===== src/rtl/irq_pkg.sv =====
// Shared constants and the lowest-set-bit priority encoder for the interrupt path.
package irq_pkg;

    localparam int IRQ_TIMER         = 0;
    localparam int IMR_GLOBAL_EN_BIT = 31;
    localparam int CR_ISR            = 2;
    localparam int CR_IMR            = 3;

    // Lowest set bit wins; returns 0 when nothing is pending.
    function automatic logic [3:0] prio_enc16(input logic [15:0] pend);
        logic [3:0] idx;
        idx = 4'd0;
        for (int i = 15; i >= 0; i--) begin
            if (pend[i]) idx = 4'(i);
        end
        return idx;
    endfunction

endpackage


===== src/rtl/irq_sync_edge.sv =====
// One request line: multi-flop synchroniser plus combinational edge/level detect.
module irq_sync_edge #(
    parameter int SYNC_STAGES = 2
) (
    input  logic clk,
    input  logic rst,
    input  logic dev_irq,
    input  logic edge_mode,
    output logic req
);

    logic [SYNC_STAGES-1:0] sync_q;
    logic                   prev_q;
    logic                   s;

    assign s = sync_q[SYNC_STAGES-1];

    always_ff @(posedge clk) begin
        if (rst) begin
            sync_q <= '0;
            prev_q <= 1'b0;
        end else begin
            sync_q <= {sync_q[SYNC_STAGES-2:0], dev_irq};
            prev_q <= s;
        end
    end

    // Mode is applied combinationally so a change acts on the very next register update.
    assign req = edge_mode ? (s & ~prev_q) : s;

endmodule


===== src/rtl/irq_source_ctrl.sv =====
// Interrupt producer: synchronised device lines, interval timer on line 0,
// and the registered request/vector presented to the pipeline.
module irq_source_ctrl
    import irq_pkg::*;
#(
    parameter int NUM_IRQ     = 16,
    parameter int SYNC_STAGES = 2,
    parameter int TIMER_W     = 32
) (
    input  logic               clk,
    input  logic               rst,
    input  logic               clk_en,
    input  logic [NUM_IRQ-1:0] dev_irq,
    input  logic [NUM_IRQ-1:0] edge_mode,
    input  logic               timer_wen,
    input  logic [TIMER_W-1:0] timer_wdata,
    output logic [NUM_IRQ-1:0] interrupts,
    input  logic [31:0]        interrupt_state,
    input  logic               stall,
    input  logic               irq_taken,
    output logic               irq_req,
    output logic [3:0]         irq_vector,
    output logic [TIMER_W-1:0] timer_count
);

    logic [NUM_IRQ-1:0] dev_req;
    logic [NUM_IRQ-1:0] irq_next;
    logic [TIMER_W-1:0] period_q;
    logic               timer_en_q;
    logic               timer_expire;
    logic [15:0]        pend16;
    logic               unused_state_hi;

    for (genvar i = 0; i < NUM_IRQ; i++) begin : g_line
        irq_sync_edge #(
            .SYNC_STAGES(SYNC_STAGES)
        ) u_sync_edge (
            .clk       (clk),
            .rst       (rst),
            .dev_irq   (dev_irq[i]),
            .edge_mode (edge_mode[i]),
            .req       (dev_req[i])
        );
    end

    // A write landing on the expiry cycle takes priority and suppresses the pulse.
    assign timer_expire = timer_en_q & clk_en & ~timer_wen & (timer_count == TIMER_W'(1));

    always_ff @(posedge clk) begin
        if (rst) begin
            period_q    <= '0;
            timer_count <= '0;
            timer_en_q  <= 1'b0;
        end else if (timer_wen) begin
            period_q    <= timer_wdata;
            timer_count <= timer_wdata;
            timer_en_q  <= (timer_wdata != '0);
        end else if (timer_en_q && clk_en) begin
            if (timer_count == TIMER_W'(1))
                timer_count <= period_q;
            else
                timer_count <= timer_count - TIMER_W'(1);
        end
    end

    always_comb begin
        irq_next            = dev_req;
        irq_next[IRQ_TIMER] = dev_req[IRQ_TIMER] | timer_expire;
    end

    always_ff @(posedge clk) begin
        if (rst)
            interrupts <= '0;
        else
            interrupts <= irq_next;
    end

    always_comb begin
        pend16              = '0;
        pend16[NUM_IRQ-1:0] = interrupt_state[NUM_IRQ-1:0];
    end

    assign unused_state_hi = ^interrupt_state[31:NUM_IRQ];

    // irq_taken clears the request even under stall, so a masked-off IMR cannot be re-taken.
    always_ff @(posedge clk) begin
        if (rst) begin
            irq_req    <= 1'b0;
            irq_vector <= 4'd0;
        end else begin
            if (!stall)
                irq_vector <= prio_enc16(pend16);
            if (irq_taken)
                irq_req <= 1'b0;
            else if (!stall)
                irq_req <= |pend16;
        end
    end

endmodule


===== config.mk =====
export PLATFORM = sky130hd
export DESIGN_NAME = irq_source_ctrl
export DESIGN_NICKNAME = d
export VERILOG_FILES = /design/src/rtl/irq_pkg.sv /design/src/rtl/irq_sync_edge.sv /design/src/rtl/irq_source_ctrl.sv
export SDC_FILE = /design/constraint.sdc
export NUM_CORES = 1
export LEC_CHECK = 0
export CORE_ASPECT_RATIO = 1.5
export CORE_MARGIN = 1
export CORE_UTILIZATION = 43
export DETAILED_ROUTE_END_ITERATION = 7
export GPL_TIMING_DRIVEN = 1
export PLACE_DENSITY = 0.86
export SLEW_MARGIN = 20
export SYNTH_ARGS = -nofsm -noshare
export SYNTH_HDL_FRONTEND = slang
export SYNTH_SLANG_ARGS = --single-unit

===== constraint.sdc =====
create_clock -name clk -period 2.7 [get_ports clk]
set_input_delay 0.27 -clock clk [delete_from_list [all_inputs] [get_ports clk]]
set_output_delay 0.27 -clock clk [all_outputs]
set_load 0.02 [all_outputs]

-- Yosys cells after proc, flatten, opt, wreduce, memory -nomap -nowiden
Index checks and enable logic that the tools add are counted.
- bits in registers: 134
- input bits: 102
- output and inout bits: 53
- logic and storage cells: 117
- add/sub/neg operators: 1
- equal/unequal tests: 1
- mux-type cells: 35
- bitwise gates (word level): 37
- reduce and logical (&&, ||, !) cells: 5
- operator list (cell ; number):
    32-bit two-way mux ; 3
    4-bit two-way mux ; 16
    32-bit by 1-bit == test with 1-bit output, second input constant ; 1
    32-bit nonzero test ; 1
    32-bit by 1-bit subtractor with 32-bit output, second input constant ; 1
    1-bit AND ; 19
    1-bit inverter ; 17
    1-bit two-way mux ; 16
    16-bit OR reduction ; 1
    2-bit nonzero test ; 1
    2-bit OR reduction ; 1
    1-bit logical AND ; 1
    1-bit bitwise OR ; 1

-- Depth between registers and ports, before layout
Gate-level depths: netlist of the first run.
- depth in word-level cells: 16
- depth in mapped cells: 9
- depth with buffers taken out: 8

-- Cells and area by module
A second synthesis of the first run with hierarchy kept.
- cell total of the unflattened synthesis: 612
- area, all modules: 5696.7 µm²
- modules (own cells, without submodules) (module ; times used ; cells an instance ; area each (µm²) ; sequential area each (µm²)):
    irq_source_ctrl ; 1 ; 500 ; 4255.3 ; 1721.7
    irq_sync_edge ; 16 ; 7 ; 90.1 ; 60.1

-- Worst setup path before layout of the first run
Ideal clock, no wire load.
- path type: register to register
- start: register timer_count[24]
- end: register timer_count[11]
- library setup time: 86 ps
- arrival: 2476 ps
- data required time: 2614 ps
- setup slack: 138 ps
- stages on the path, launching flop included: 7
- buffers on the path: 1
- clock period less this slack: 2562 ps
- cell sequence: dfxtp_1 > or4_4 > or4_4 > or4_4 > buf_6 > a211o_1 > a221oi_2
- longest elaborated chain between the ends: 4
- RTL lines (element ; line ; text):
    start, declared ; irq_source_ctrl.sv:23 ; output logic [TIMER_W-1:0] timer_count
    start signal, assigned ; irq_source_ctrl.sv:56 ; timer_count <= timer_wdata;
    start signal, assigned ; irq_source_ctrl.sv:60 ; timer_count <= period_q;
    start signal, assigned ; irq_source_ctrl.sv:62 ; timer_count <= timer_count - TIMER_W'(1);
    32-bit by 1-bit == test with 1-bit output ; irq_source_ctrl.sv:59 ; if (timer_count == TIMER_W'(1))
    32-bit two-way mux ; irq_source_ctrl.sv:59 ;
    32-bit two-way mux ; irq_source_ctrl.sv:58 ; end else if (timer_en_q && clk_en) begin
    32-bit two-way mux ; irq_source_ctrl.sv:54 ; end else if (timer_wen) begin
Every way passes these cells. The select of a mux whose other input is x is not followed.
A chain may end at the register's enable or synchronous reset.

-- Worst setup path in the final report of the first run
- start: register timer_count[24]
- end: register timer_count[24]
- longest elaborated chain between the ends: 4
- elaborated cells between the ends (all ways): 5
- those cells by class: add/sub (1); eq/ne (1); mux (3)
- RTL lines (element ; line):
    32-bit by 1-bit subtractor with 32-bit output / 32-bit by 1-bit == test with 1-bit output (equally long branches) ; irq_source_ctrl.sv:62, irq_source_ctrl.sv:59
    32-bit two-way mux * ; irq_source_ctrl.sv:59
    32-bit two-way mux * ; irq_source_ctrl.sv:58
    32-bit two-way mux * ; irq_source_ctrl.sv:54
Mark *: on every way between the ends. The rest lies on a longest branch, timed or not. The select of a mux whose other input is x is not followed.

==> results of run 1 <==
## worst reg2reg max path, delay by kind of cell, from the launching register on
kind / cells / cell delay (ps)
compound gates: 1 / 100
flops: 1 / 310
mux: 1 / 220
simple gates: 3 / 1830
## sequential cells by signal, summed over array words and instances, names as in the netlist
| signal | count |
|---|---|
| irq_req | 1 |
| g_line.u_sync_edge.sync_q | 32 |
| irq_vector | 4 |
| timer_en_q | 1 |
| period_q | 32 |
| timer_count | 32 |
| interrupts | 16 |
| g_line.u_sync_edge.prev_q | 16 |
## per-stage QoR
step | instances | power, mW
global route | 905 | 5.43
floorplan | 593 | 2.59
global placement | 872 | 2.91
finish | 905 | 5.24
CTS | 904 | 5.26
detailed placement | 872 | 2.94
## cells in the mapped netlist (all sizes together) (8+ instances only)
library cell,number
mux2i,37
o22ai,15
nand3,11
or4,8
nand2,22
dfxtp,134
o32ai,13
a21boi,15
a22oi,29
nor2b,50
xnor2,15
nor2,82
inv,10
a21oi,11
nor3,17
o21ai,17
nor4,21
clkbuf,31
## timing repair
item | 4_1_cts | 5_1_grt
hold buffers | 0 | 0
setup endpoints to repair | 0 | 3
buffers inserted | 0 | 0
## power by group through the flow
stage          logic (mW)  clock network, mW  registers [mW]
6_report            0.764               2.32            2.15
5_1_grt             0.822               2.45            2.16
4_1_cts             0.756               2.35            2.15
3_5_place_dp        0.747                  0            2.19
3_3_place_gp        0.724                  0            2.19
2_1_floorplan       0.364                  0            2.22
## cell type report
cell class                 instances  area (um^2)  share of cell area
sequential                       134         2680               0.348
clock buffer                      17          425              0.0551
tap                              156          195              0.0253
clock inverter                    15          175              0.0227
inverter                          10         37.5             0.00486
timing repair buffer             161         1560               0.202
multi-input combinational        412         2640               0.342
## cell families (layout without fill, tap and decap cells)
| kind of cell | count (synthesis) | after routing | synth area share |
|---|---|---|---|
| fa+ha+maj | 2 | 2 | 0.00455 |
| mux | 37 | 37 | 0.0673 |
| compound gates | 120 | 120 | 0.154 |
| xor+xnor | 22 | 22 | 0.0350 |
| simple gates | 230 | 231 | 0.216 |
| flops | 134 | 134 | 0.488 |
| buf+inv | 48 | 203 | 0.0348 |
## per-layer routing
layer  track usage  vias up  wire, um
met3        0.0521       51       868
li1              -     2412         -
met5             0        -         0
met2         0.418      238      8220
met4         0.126        0       584
met1         0.241     2432      5500
## path summary, 6_finish.rpt
| check | from | end | slack, ps | cells after the start |
|---|---|---|---|---|
| max | timer_count[24] | timer_count[24] | 80 | 5 |
| min | g_line[7].u_sync_edge.prev_q | interrupts[7] | 400 | 1 |
| max reg2reg | timer_count[24] | timer_count[24] | 80 | 5 |
| min reg2reg | g_line[7].u_sync_edge.prev_q | interrupts[7] | 400 | 1 |
==> results_dict.tcl, run 1 <==
set metrics [dict create \
    setup_tns_ps 0 \
    worstSetupStartpointType "register" \
    synthesis.area_um2 5500 \
    insertion_delay_ps 420 \
    grt_overflow_total 0 \
    pre_cts_ws_ps 101 \
    drt_iter0_markers 229 \
    final_core_util 0.620 \
    area_growth_pct 40.3 \
    crit_arrival_ps 2880 \
    synth-seq-cells 134 \
    place_area_um2 7100 \
    mostFrequentLayoutCells "clkdlybuf4s50_1 (136), dfxtp_1 (134), nor2_1 (82), nor2b_1 (50), mux2i_1 (37)" \
    grt_pass1_wl_um 23900 \
    synth_nets 697 \
    crit_path_top_delay_cell "or4_2" \
    path_class "register to register" \
    cpLargestDelayFamily "simple AND/OR/NAND/NOR gates" \
    seqPwrFrac 0.411 \
    final_common_cell "clkdlybuf4s50_1" \
    tightestPinTransition_ps 890 \
    period_needed_ps 2620 \
    synth_top_area_frac 0.488 \
    drtPass1Iterations 5 \
    coreArea_um2 12400 \
    grt.total_usage 0.231 \
    postSynthAreaPerCell_um2 9.28 \
    numCtsBuffers 17 \
    yosysSeqAreaShare 0.488 \
    routabilityCongestion 0.876 \
    synth-edff-count 0 \
    antenna_found_initial 0 \
    ant_nets 0 \
    fin_ws_ps 77.7 \
    netSwitchingFraction 0.278 \
    hold_slack_ps 404 \
    drt_drc_violations_left 0 \
    nets 840 \
    dp_hpwl_um 10600 \
    async_flop_share 0 \
    maxSlewHeadroom 0.406 \
    insertedDiodeCount 0 \
    fin_crit_sh 0.971 \
    fin_area_um2 7720 \
    pwr-share-clk 0.443 \
    root_buffer "clkbuf_16" \
    max_freq_ghz 0.381 \
    synth.area.top_cells "dfxtp_1 (49%), mux2i_1 (6.7%), nor2b_1 (5.7%), nor2_1 (5.6%), a22oi_1 (4.0%)" \
    syn_inst 593 \
    p_int_mw 3.78 \
    cpMostUsedCell "or4_4" \
    post_drt_wl_per_cell_um 16.8 \
    h-tree-depth 4 \
    dieArea_um2 13300 \
    maxCapViolCount 0 \
    die_x_um 94.3 \
    ys_warn_count 0 \
    rsz0062_at_grt "no" \
    max_stage_delay_ps 770 \
    grt_max_degree 119 \
    path_max_fanout 12 \
    avgViaCountPerCell 5.67 \
    p_leak_nw 3.03 \
    grt_pass1_vias 5081 \
    hp-class "register to register" \
    vias 5133 \
    start_util 0.442 \
    status "finished clean" \
    io_pins 155 \
    skew_ps 12.5 \
    finalSetupViolations 0 \
    cts_buffer_depth 2 \
    final_max_slew_viol_count 0 \
    die_h_um 141 \
    finalHoldViolCount 0 \
    clock-sinks 134 \
    cp_num_buf_inv 0 \
    vdd_drop_max_uv 436 \
    pwr-share-comb 0.146 \
    crit_path_cell_trace "or4_4 > or4_4 > or4_2 > mux2i_1 > o22ai_1" \
    fp-row-count 50 \
    drive_gt1_frac 0.0921 \
    routed_wl_um 15200 \
    port_buffers 138 \
    ys_types 47 \
    cts.clk_slew.worst_paths_ps 70 \
    p_switching_mw 1.45 \
    yosysTopAreaCell "dfxtp_1" \
    required_ps 2960 \
    end_kind "register" \
    synthFlopType "dfxtp_1" \
    p_per_area_nw_per_um2 679 \
    cts_tree "done" \
    ctsResizeCount 0 \
    nFillCells 992 \
]
No activity file was read; power rests on OpenSTA's default activity.
==> run 2, diff against run 1 <==
ABC_CLOCK_PERIOD_IN_PS = 2700   (was default)
==> results of run 2 <==
Same layout as run 1: the final DEF is identical, and so are final timing and power.
==> run 3, diff against run 2 <==
CTS_CLUSTER_SIZE = 16   (was default)
==> results of run 3 <==
Same layout as run 1: the final DEF is identical, and so are final timing and power.
